[src/rtl/alu_pkg.sv]
// Shared types and constants for the sequential ALU: opcodes, FSM states,
// flag bit positions and the flag packing helper.
package alu_pkg;

  typedef enum logic [2:0] {
    ADD = 3'd0,
    SUB = 3'd1,
    AND = 3'd2,
    OR  = 3'd3,
    MUL = 3'd4,
    DIV = 3'd5,
    NOT = 3'd6,
    XOR = 3'd7
  } alu_op_t;

  typedef enum logic [1:0] {
    IDLE = 2'd0,
    BUSY = 2'd1,
    DONE = 2'd2
  } state_t;

  localparam int FLG_N   = 3;
  localparam int FLG_Z   = 2;
  localparam int FLG_INV = 1;
  localparam int FLG_V   = 0;

  function automatic logic [3:0] pack_flags(input logic n, input logic z,
                                            input logic inv, input logic v);
    logic [3:0] f;
    f          = 4'b0000;
    f[FLG_N]   = n;
    f[FLG_Z]   = z;
    f[FLG_INV] = inv;
    f[FLG_V]   = v;
    return f;
  endfunction

endpackage

[src/rtl/alu_muldiv_iter.sv]
// Iterative signed multiply / divide engine: one shift-add or restoring-subtract
// step per cycle on operand magnitudes, with a shared adder and sign fix-up.
module alu_muldiv_iter #(
  parameter int WIDTH = 32
) (
  input  logic             clk,
  input  logic             rst,
  input  logic             start,
  input  logic             mode,
  input  logic [WIDTH-1:0] a,
  input  logic [WIDTH-1:0] b,
  output logic             done,
  output logic [WIDTH-1:0] result,
  output logic             ovf
);

  localparam int CW = $clog2(WIDTH);
  localparam logic [CW-1:0] LAST = CW'(WIDTH - 1);

  // One extra magnitude bit so that |MIN| is representable.
  function automatic logic [WIDTH:0] mag_f(input logic [WIDTH-1:0] x);
    logic [WIDTH:0] ext;
    ext = {x[WIDTH-1], x};
    if (x[WIDTH-1]) begin
      mag_f = ~ext + {{WIDTH{1'b0}}, 1'b1};
    end else begin
      mag_f = ext;
    end
  endfunction

  logic [WIDTH:0]     hi_r, opnd_r;
  logic [WIDTH-1:0]   lo_r;
  logic               neg_r, mode_r, run_r;
  logic [CW-1:0]      cnt_r;
  logic [WIDTH:0]     mag_a_s, mag_b_s, shifted_s, add_a_s, add_b_s, hi_nx_s;
  logic [WIDTH-1:0]   lo_nx_s;
  logic [WIDTH+1:0]   sum_s;
  logic               cin_s, done_s, ovf_s;
  logic [2*WIDTH-1:0] mag2_s, fix_s;

  assign mag_a_s = mag_f(a);
  assign mag_b_s = mag_f(b);
  assign done_s  = run_r && (cnt_r == LAST);

  // Shared adder: hi+multiplicand for MUL, shifted remainder minus divisor for DIV.
  always_comb begin
    shifted_s = {hi_r[WIDTH-1:0], lo_r[WIDTH-1]};
    if (mode_r) begin
      add_a_s = shifted_s;
      add_b_s = ~opnd_r;
      cin_s   = 1'b1;
    end else begin
      add_a_s = hi_r;
      add_b_s = lo_r[0] ? opnd_r : {(WIDTH+1){1'b0}};
      cin_s   = 1'b0;
    end
    sum_s = {1'b0, add_a_s} + {1'b0, add_b_s} + {{(WIDTH+1){1'b0}}, cin_s};
    if (mode_r) begin
      hi_nx_s = sum_s[WIDTH+1] ? sum_s[WIDTH:0] : shifted_s;
      lo_nx_s = {lo_r[WIDTH-2:0], sum_s[WIDTH+1]};
    end else begin
      hi_nx_s = {1'b0, sum_s[WIDTH:1]};
      lo_nx_s = {sum_s[0], lo_r[WIDTH-1:1]};
    end
  end

  // Sign fix-up works on the post-step value so the final step's result is usable the same edge.
  always_comb begin
    if (mode_r) begin
      mag2_s = {{WIDTH{1'b0}}, lo_nx_s};
    end else begin
      mag2_s = {hi_nx_s[WIDTH-1:0], lo_nx_s};
    end
    if (neg_r) begin
      fix_s = ~mag2_s + {{(2*WIDTH-1){1'b0}}, 1'b1};
    end else begin
      fix_s = mag2_s;
    end
    if (mode_r) begin
      ovf_s = ~neg_r & lo_nx_s[WIDTH-1];
    end else begin
      ovf_s = (fix_s[2*WIDTH-1:WIDTH] != {WIDTH{fix_s[WIDTH-1]}});
    end
  end

  // Operand load on start, then WIDTH iteration steps.
  always_ff @(posedge clk or posedge rst) begin
    if (rst) begin
      hi_r   <= {(WIDTH+1){1'b0}};
      lo_r   <= {WIDTH{1'b0}};
      opnd_r <= {(WIDTH+1){1'b0}};
      neg_r  <= 1'b0;
      mode_r <= 1'b0;
      run_r  <= 1'b0;
      cnt_r  <= {CW{1'b0}};
    end else if (start) begin
      hi_r   <= {(WIDTH+1){1'b0}};
      lo_r   <= mode ? mag_a_s[WIDTH-1:0] : mag_b_s[WIDTH-1:0];
      opnd_r <= mode ? mag_b_s : mag_a_s;
      neg_r  <= a[WIDTH-1] ^ b[WIDTH-1];
      mode_r <= mode;
      run_r  <= 1'b1;
      cnt_r  <= {CW{1'b0}};
    end else if (run_r) begin
      hi_r <= hi_nx_s;
      lo_r <= lo_nx_s;
      if (done_s) begin
        run_r <= 1'b0;
        cnt_r <= {CW{1'b0}};
      end else begin
        cnt_r <= cnt_r + {{(CW-1){1'b0}}, 1'b1};
      end
    end else begin
      run_r <= 1'b0;
    end
  end

  assign done   = done_s;
  assign result = fix_s[WIDTH-1:0];
  assign ovf    = ovf_s;

endmodule

[src/rtl/alu_seq.sv]
// Handshaked ALU: single-cycle logic/add ops, iterative signed MUL/DIV,
// registered result and {N,Z,INV,V} flags.
module alu_seq
  import alu_pkg::*;
#(
  parameter int WIDTH    = 32,
  parameter int MUL_ITER = 1
) (
  input  logic             clk,
  input  logic             rst,
  input  logic             in_valid,
  output logic             in_ready,
  input  logic [2:0]       op,
  input  logic [WIDTH-1:0] val_A,
  input  logic [WIDTH-1:0] val_B,
  output logic             out_valid,
  input  logic             out_ready,
  output logic [WIDTH-1:0] ALU_out,
  output logic [3:0]       flags,
  output logic             busy
);

  localparam int MSB = WIDTH - 1;

  alu_op_t            op_s;
  state_t             state_r;
  logic               out_valid_r, busy_r;
  logic [WIDTH-1:0]   alu_out_r;
  logic [3:0]         flags_r;
  logic [WIDTH-1:0]   res_s, add_s, sub_s, md_res_s;
  logic [2*WIDTH-1:0] prod_s;
  logic               inv_s, v_s, iter_s, in_ready_s, accept_s;
  logic               md_start_s, md_mode_s, md_done_s, md_ovf_s;

  assign op_s       = alu_op_t'(op);
  assign add_s      = val_A + val_B;
  assign sub_s      = val_A - val_B;
  assign prod_s     = {{WIDTH{val_A[MSB]}}, val_A} * {{WIDTH{val_B[MSB]}}, val_B};
  assign in_ready_s = (state_r == IDLE) || ((state_r == DONE) && out_ready);
  assign accept_s   = in_valid && in_ready_s;
  assign md_start_s = accept_s && iter_s;
  assign md_mode_s  = (op_s == DIV);

  // Single-cycle result and routing decision for the op being offered.
  always_comb begin
    res_s  = {WIDTH{1'b0}};
    inv_s  = 1'b0;
    v_s    = 1'b0;
    iter_s = 1'b0;
    case (op_s)
      ADD: begin
        res_s = add_s;
        v_s   = (val_A[MSB] == val_B[MSB]) && (add_s[MSB] != val_A[MSB]);
      end
      SUB: begin
        res_s = sub_s;
        v_s   = (val_A[MSB] != val_B[MSB]) && (sub_s[MSB] != val_A[MSB]);
      end
      AND: res_s = val_A & val_B;
      OR:  res_s = val_A | val_B;
      XOR: res_s = val_A ^ val_B;
      NOT: res_s = ~val_B;
      MUL: begin
        if (MUL_ITER != 0) begin
          iter_s = 1'b1;
        end else begin
          res_s = prod_s[WIDTH-1:0];
          v_s   = (prod_s[2*WIDTH-1:WIDTH] != {WIDTH{prod_s[MSB]}});
        end
      end
      DIV: begin
        if (val_B == {WIDTH{1'b0}}) begin
          inv_s = 1'b1;
        end else begin
          iter_s = 1'b1;
        end
      end
      default: res_s = {WIDTH{1'b0}};
    endcase
  end

  alu_muldiv_iter #(.WIDTH(WIDTH)) u_muldiv (
    .clk    (clk),
    .rst    (rst),
    .start  (md_start_s),
    .mode   (md_mode_s),
    .a      (val_A),
    .b      (val_B),
    .done   (md_done_s),
    .result (md_res_s),
    .ovf    (md_ovf_s)
  );

  // Control FSM with registered result, flags and status outputs.
  always_ff @(posedge clk or posedge rst) begin
    if (rst) begin
      state_r     <= IDLE;
      out_valid_r <= 1'b0;
      busy_r      <= 1'b0;
      alu_out_r   <= {WIDTH{1'b0}};
      flags_r     <= 4'b0000;
    end else begin
      case (state_r)
        IDLE, DONE: begin
          if (accept_s) begin
            if (iter_s) begin
              state_r     <= BUSY;
              busy_r      <= 1'b1;
              out_valid_r <= 1'b0;
            end else begin
              state_r     <= DONE;
              busy_r      <= 1'b0;
              out_valid_r <= 1'b1;
              alu_out_r   <= res_s;
              flags_r     <= pack_flags(res_s[MSB], res_s == {WIDTH{1'b0}}, inv_s, v_s);
            end
          end else if ((state_r == DONE) && !out_ready) begin
            state_r <= DONE;
          end else begin
            state_r     <= IDLE;
            out_valid_r <= 1'b0;
            busy_r      <= 1'b0;
          end
        end
        BUSY: begin
          if (md_done_s) begin
            state_r     <= DONE;
            busy_r      <= 1'b0;
            out_valid_r <= 1'b1;
            alu_out_r   <= md_res_s;
            flags_r     <= pack_flags(md_res_s[MSB], md_res_s == {WIDTH{1'b0}}, 1'b0, md_ovf_s);
          end else begin
            state_r <= BUSY;
          end
        end
        default: begin
          state_r     <= IDLE;
          out_valid_r <= 1'b0;
          busy_r      <= 1'b0;
        end
      endcase
    end
  end

  assign in_ready  = in_ready_s;
  assign out_valid = out_valid_r;
  assign ALU_out   = alu_out_r;
  assign flags     = flags_r;
  assign busy      = busy_r;

endmodule
[config.mk]
export PLATFORM = sky130hd
export DESIGN_NAME = alu_seq
export DESIGN_NICKNAME = d
export VERILOG_FILES = /design/src/rtl/alu_pkg.sv /design/src/rtl/alu_muldiv_iter.sv /design/src/rtl/alu_seq.sv
export SDC_FILE = /design/constraint.sdc
export NUM_CORES = 1
export LEC_CHECK = 0
export CAP_MARGIN = 5
export CORE_ASPECT_RATIO = 1.5
export CORE_MARGIN = 8
export CORE_UTILIZATION = 30
export DETAILED_ROUTE_END_ITERATION = 8
export SETUP_SLACK_MARGIN = 0.2
export SLEW_MARGIN = 20
export SYNTH_ARGS = -nofsm -noshare
export SYNTH_HDL_FRONTEND = slang
export SYNTH_HIERARCHICAL = 1
export SYNTH_SLANG_ARGS = --single-unit
export TNS_END_PERCENT = 1
[constraint.sdc]
create_clock -name clk -period 18 [get_ports clk]
set_input_delay 2.7 -clock clk [delete_from_list [all_inputs] [get_ports clk]]
set_output_delay 2.7 -clock clk [all_outputs]
set_load 0.02 [all_outputs]
==> results of run 1 <==
==> logic make-up after synthesis <==
kind of cell	count (synthesis)	share of synthesized area, %
simple gates	956	22.2
compound gates	951	30.3
buf+inv	345	6.81
mux	153	8.59
fa+ha+maj	145	8.96
flops	145	17.6
xor+xnor	129	5.52
==> worst max path at each step <==
stage	to	slack [ns]	cells after the start
2_1_floorplan	flags[0]	10.28	31
3_3_place_gp	flags[0]	10.33	23
3_5_place_dp	flags[0]	10.28	24
4_1_cts	flags[0]	10.21	23
5_1_grt	flags[0]	9.55	24
6_report	flags[0]	10.05	24
==> sequential cells by signal, summed over array words and instances (netlist names) <==
register	flops
u_muldiv/neg_r	1
busy	1
u_muldiv/opnd_r	33
u_muldiv/cnt_r	5
ALU_out	32
u_muldiv/lo_r	32
flags	3
state_r	2
u_muldiv/run_r	1
u_muldiv/mode_r	1
u_muldiv/hi_r	33
out_valid	1
==> worst max-delay path, delay by kind of cell, from the launching register on <==
family          cells  cell delay [ns]
buf+inv             3             1.30
flops               1             0.95
fa+ha+maj           2             0.90
compound gates     12             3.46
simple gates        7             1.15
==> cell type report <==
type	instances	area [sq um]	area share, %
diodes	1	2.50	0.0109
clock buffers	18	429	1.88
clock inverters	14	173	0.756
inverters	150	568	2.49
multi-input cells	2334	15600	68.2
flip-flops and latches	145	3630	15.9
well taps	892	1120	4.88
repair buffers	140	1330	5.84
==> placed cells by master, fill, tap and decap left out, drive strengths merged, types with 33 or more instances in the layout <==
| cell | synthesis | routed |
|---|---|---|
| a211oi | 60 | 60 |
| dfrtp | 145 | 145 |
| nand3 | 52 | 52 |
| clkdlybuf4s50 | 0 | 107 |
| a21oi | 202 | 202 |
| mux2i | 81 | 81 |
| o211ai | 73 | 73 |
| nor4 | 39 | 39 |
| buf | 68 | 33 |
| xnor2 | 71 | 71 |
| ha | 141 | 141 |
| nor2 | 262 | 262 |
| mux2 | 59 | 59 |
| o31ai | 58 | 58 |
| inv | 147 | 154 |
| nor3 | 83 | 83 |
| a21o | 41 | 41 |
| xor2 | 58 | 58 |
| nand2 | 308 | 308 |
| o21ai | 293 | 293 |
==> routing by layer <==
layer,up-vias,track usage [%],wire (um),share of wire [%]
met5,-,0,0,0
met4,0,16.0,7320,8.3
met3,313,2.72,4540,5.2
met2,883,40.3,44500,51
met1,10640,22.5,31700,36
li1,10312,-,-,-
==> power breakdown <==
part	total (mW)	switching, mW	internal, mW
clock network	0.383	0.173	0.210
logic	3.10	1.99	1.11
registers	0.674	0.191	0.483
total	4.15	2.35	1.80
==> cell usage after synthesis (13+ instances only) <==
master	number
a211oi_1	57
a21o_1	41
a21oi_1	195
a31oi_1	29
and2_1	14
and3_1	18
buf_1	28
buf_2	29
clkbuf_1	122
dfrtp_1	145
ha_1	141
inv_1	147
mux2_2	59
mux2i_1	81
mux4_2	13
nand2_1	308
nand2b_1	21
nand3_1	52
nand4_1	31
nor2_1	262
nor2b_1	23
nor3_1	82
nor4_1	39
o211ai_1	70
o21a_1	14
o21ai_0	277
o21ai_1	15
o21bai_1	13
o22ai_1	13
o31ai_1	54
o41ai_1	17
or3_1	24
or4_1	20
xnor2_1	70
xor2_1	58
==> impl_metrics.toml, run 1 <==
[logic_synthesis]
syn_inst = 2824
ys_seq_elements = 145
synthDistinctLibCells = 108
async_reset_ff_share_pct = 100
synthTopCellsByArea = "dfrtp_1 18%, ha_1 8.6%, o21ai_0 6.7%"
avgSynthCellArea_sq_um = 7.29
synth_nets = 3040
synth.top_cell.area_share_pct = 17.6
synthFlopType = "dfrtp_1"
synth_edf_count = 0
synth_area_sq_um = 20600
yosysTopAreaCell = "dfrtp_1"
ys_seq_area_share_pct = 17.6
ys.warnings.count = 6

[cts]
root_buffer = "clkbuf_16"
cts_sinks = 145
htreeDepth = 4
cts_tree = "built"
hold_buffers = 0
clk_pin_slew_ns = 0.07
postCtsSetupBuffers = 0
cts_max_path_buffers = 2
cts_buffers = 17
cts_resized = 0
clk_latency_ns = 0.45

[place]
place_area_sq_um = 22200
dp_hpwl_um = 67400
io_buffers = 109
dp_cells = 3659
place_congestion = 0.972
dp_slack_ns = 10.28

[setup_path]
path_class = "register to register"
r2r-end = "flags[0]"
cp_cell_sequence = "buf_4, nor2b_2, buf_4, nand2_1, o21ai_0, fa_1, fa_1, a211oi_2, o21ai_2, and3_1, o211a_1, a311oi_1, inv_1, o2111a_1, and3b_1, o211a_1, a211oi_1, nor3_1, a2111oi_0, a41oi_2, nand2_1, nor2_1, a21oi_1, o41ai_1"
rr_worst_depth = 24
arrival_ns = 8.26
startpoint = "u_muldiv/mode_r"
end_kind = "register"
ff2ff_setup_slack_ns = 10.05
worstPathRequired_ns = 18.31
critPathMaxFanout = 76
regToRegStartpoint = "u_muldiv/mode_r"
cp_slowest_stage_delay_ns = 0.95
cpMaxStageDelayCell = "dfrtp_4"
start_kind = "register"

[floorplan]
core_sq_um = 67900
rows = 117
start_util_pct = 30.3
io_pins = 110
die_h_um = 337
die_area_sq_um = 77400
fp.dieW_um = 230

[run_status]
outcome = "finished clean"

[cells_and_area]
post-route-util_pct = 33.6
layout-drive-gt1-share_pct = 7.25
stdcell_area_sq_um = 22900
nets = 3004
fin_cells = 3694
syn_to_final_growth_pct = 11.0
fillers = 7396

[power_and_ir_drop]
power_mw = 4.15
p_leak_nw = 9.27
cellPowerDensity_nw_per_um2 = 182
vdd_drop_max_mv = 0.0980

[timing]
clock.fmax_ghz = 0.126
worst_pin_slew_ns = 1.06
whs_ns = 0.477
relSlewSlack_pct = 28.4
skew_ns = 0.0163
hold_viol = 0
slew_viol_final = 0
fin_ws_ns = 10.05
setup_tns_ns = 0
finalSetupViolations = 0
period_share_pct = 44.2
fin_crit_ns = 7.95
rsz0062_at_grt = "no"

[hold_path]
hp-start = "ALU_out[1]"
hold_depth = 2
min_to = "ALU_out[1]"
min_path_type = "register to register"

[job]
maxCapViolCount = 0

[route]
drc = 0
postRouteAntennaNets = 0
drtIter0Drc = 1929
vias_per_cell = 6.00
dr.pass1.iters = 5
wirelength_um = 88000
wl_per_cell_um = 23.8
num_vias = 22148

[global_route]
grt_remaining_overflow = 0
grt_pass1_wl_um = 132000
grt_pass1_vias = 21478
grt_use_total_pct = 21.8
antenna_found_initial = 2
grt_max_degree = 87
No activity file was read; power rests on OpenSTA's default activity.
==> inputs of run 2 (changes only) <==
==> constraint.sdc (replaced) <==
create_clock -name clk -period 7.3 [get_ports clk]
set_input_delay 1.095 -clock clk [delete_from_list [all_inputs] [get_ports clk]]
set_output_delay 1.095 -clock clk [all_outputs]
set_load 0.02 [all_outputs]
==> run 2 against run 1 <==
Sequential power grew 150%. Largest cell class unchanged. Flip-flop and latch count is the same. Worst setup slack lost 9.3 ns. Core utilization grew 0.30 points. Largest power group unchanged. Critical path type unchanged. Total power grew to 2.5 times the previous value. First-iteration DRC count shrank 6.3%. Routed wire length grew 1.1%. Die area is the same.
==> impl_metrics.toml, run 2 (same netlist as run 1, synthesis figures left out) <==
[run_status]
outcome = "finished clean"

[cells_and_area]
fillers = 7388
diodes = 0
post-route-util_pct = 33.9
fin_cells = 3714
top_regs = "u_muldiv/hi_r x33, u_muldiv/opnd_r x33"
nets = 3025
layout-drive-gt1-share_pct = 7.97
layout_commonest_cell = "nand2_1"
mostFrequentLayoutCells = "308 x nand2_1, 277 x o21ai_0, 261 x nor2_1, 195 x a21oi_1, 143 x inv_1"
syn_to_final_growth_pct = 12.0

[global_route]
grt_remaining_overflow = 0
grt_max_degree = 101
grt_use_total_pct = 22.2
grt_pass1_vias = 21658
grt_pass1_wl_um = 134000
antenna_found_initial = 1

[floorplan]
fp.dieW_um = 230
start_util_pct = 30.3
rows = 117
io_pins = 110
die_h_um = 337
core_sq_um = 67900
die_area_sq_um = 77400

[place]
place_congestion = 1.01
dp_hpwl_um = 70000
io_buffers = 109
dp_cells = 3681

[setup_path]
end_kind = "register"
arrival_ns = 6.94
startpoint = "u_muldiv/mode_r"
regToRegStartpoint = "u_muldiv/mode_r"
path_class = "register to register"
critPathMaxFanout = 31
worstPathRequired_ns = 7.68
start_kind = "register"

[timing]
skew_ns = 0.0116
hold_viol = 0
finalSetupViolations = 0
slew_viol_final = 0
whs_ns = 0.476
fin_crit_ns = 6.56
rsz0062_at_grt = "no"
setup_tns_ns = 0
clock.fmax_ghz = 0.152
period_share_pct = 89.9
worst_pin_slew_ns = 1.21
relSlewSlack_pct = 18.7

[job]
maxCapViolCount = 0

[route]
drtIter0Drc = 1807
met1_length_um = 32100
postRouteAntennaNets = 0
wl_met2_um = 44900
wl_met3_um = 3570
wl_per_cell_um = 24.0
vias_per_cell = 5.92
dr.pass1.iters = 6
highest_layer = "met4"
drc = 0
num_vias = 21985
wirelength_um = 89000

[cts]
postCtsSetupBuffers = 0
hold_buffers = 0
clk_pin_slew_ns = 0.07
cts_tree = "built"
clk_latency_ns = 0.45
htreeDepth = 4
cts_buffers = 17
cts_resized = 0
cts_sinks = 145
cts_max_path_buffers = 2
root_buffer = "clkbuf_16"

[power_and_ir_drop]
power_mw = 10.4
vdd_drop_max_mv = 0.217
cellPowerDensity_nw_per_um2 = 451
p_leak_nw = 9.40

[hold_path]
min_path_type = "register to register"
hp-start = "busy"
run 2: cell type report:
class                      count  area [sq um]  area share (%)
tap                          892          1120            4.84
clock buffer                  17           425            1.85
sequential                   145          3630            15.8
clock inverter                15           206           0.895
multi-input combinational   2334         15600            67.6
inverter                     150           568            2.46
timing repair buffer         161          1510            6.54
run 2: where the power goes:
| group | switching, mW | internal, mW | leakage, nW |
|---|---|---|---|
| Clock | 0.423 | 0.555 | 0.312 |
| Sequential | 0.464 | 1.19 | 1.80 |
| Combinational | 4.96 | 2.81 | 7.29 |
run 2: per-layer routing:
| metal | track usage (%) | vias to the layer above |
|---|---|---|
| met4 | 18.3 | 0 |
| met1 | 22.5 | 10506 |
| met2 | 40.6 | 819 |
| met5 | 0 | - |
| met3 | 2.59 | 325 |
| li1 | - | 10335 |
run 2: worst paths after layout:
kind                                          end  slack, ns  depth (start not counted)
worst max-delay path                     flags[2]       0.74                         22
worst min-delay path                         busy       0.48                          2
worst max register to register           flags[2]       0.74                         22
worst min register to register               busy       0.48                          2
max in group asynchronous         u_muldiv/mode_r       4.80                          3
min in group asynchronous       u_muldiv/cnt_r[2]       1.13                          2
run 2: worst max-delay path: stages, from the launching register on:
cell and delay, ns:
dfrtp_4 0.64, inv_1 0.39, buf_4 0.30, buf_12 0.20, o21ai_0 0.10, ha_1 0.40
a21o_1 0.25, o21bai_4 0.20, a41o_1 0.28, a21oi_1 0.25, o21ai_1 0.25, o31a_1 0.49
or3_1 0.46, or2_2 0.36, inv_1 0.08, nand2_1 0.07, o41ai_1 0.39, xor2_1 0.18
nor4_1 0.42, nand4_1 0.13, nor4_1 0.50, a21oi_1 0.08, nand2_1 0.08
run 2: stage by stage:
| step | setup WS, ns | instance area, sq um |
|---|---|---|
| after floorplan | 0.226 | 20600 |
| after global placement | 0.918 | 22400 |
| after detailed placement | 0.868 | 22400 |
| after CTS | 0.836 | 23000 |
| after global routing | 0.413 | 23100 |
| final | 0.740 | 23100 |
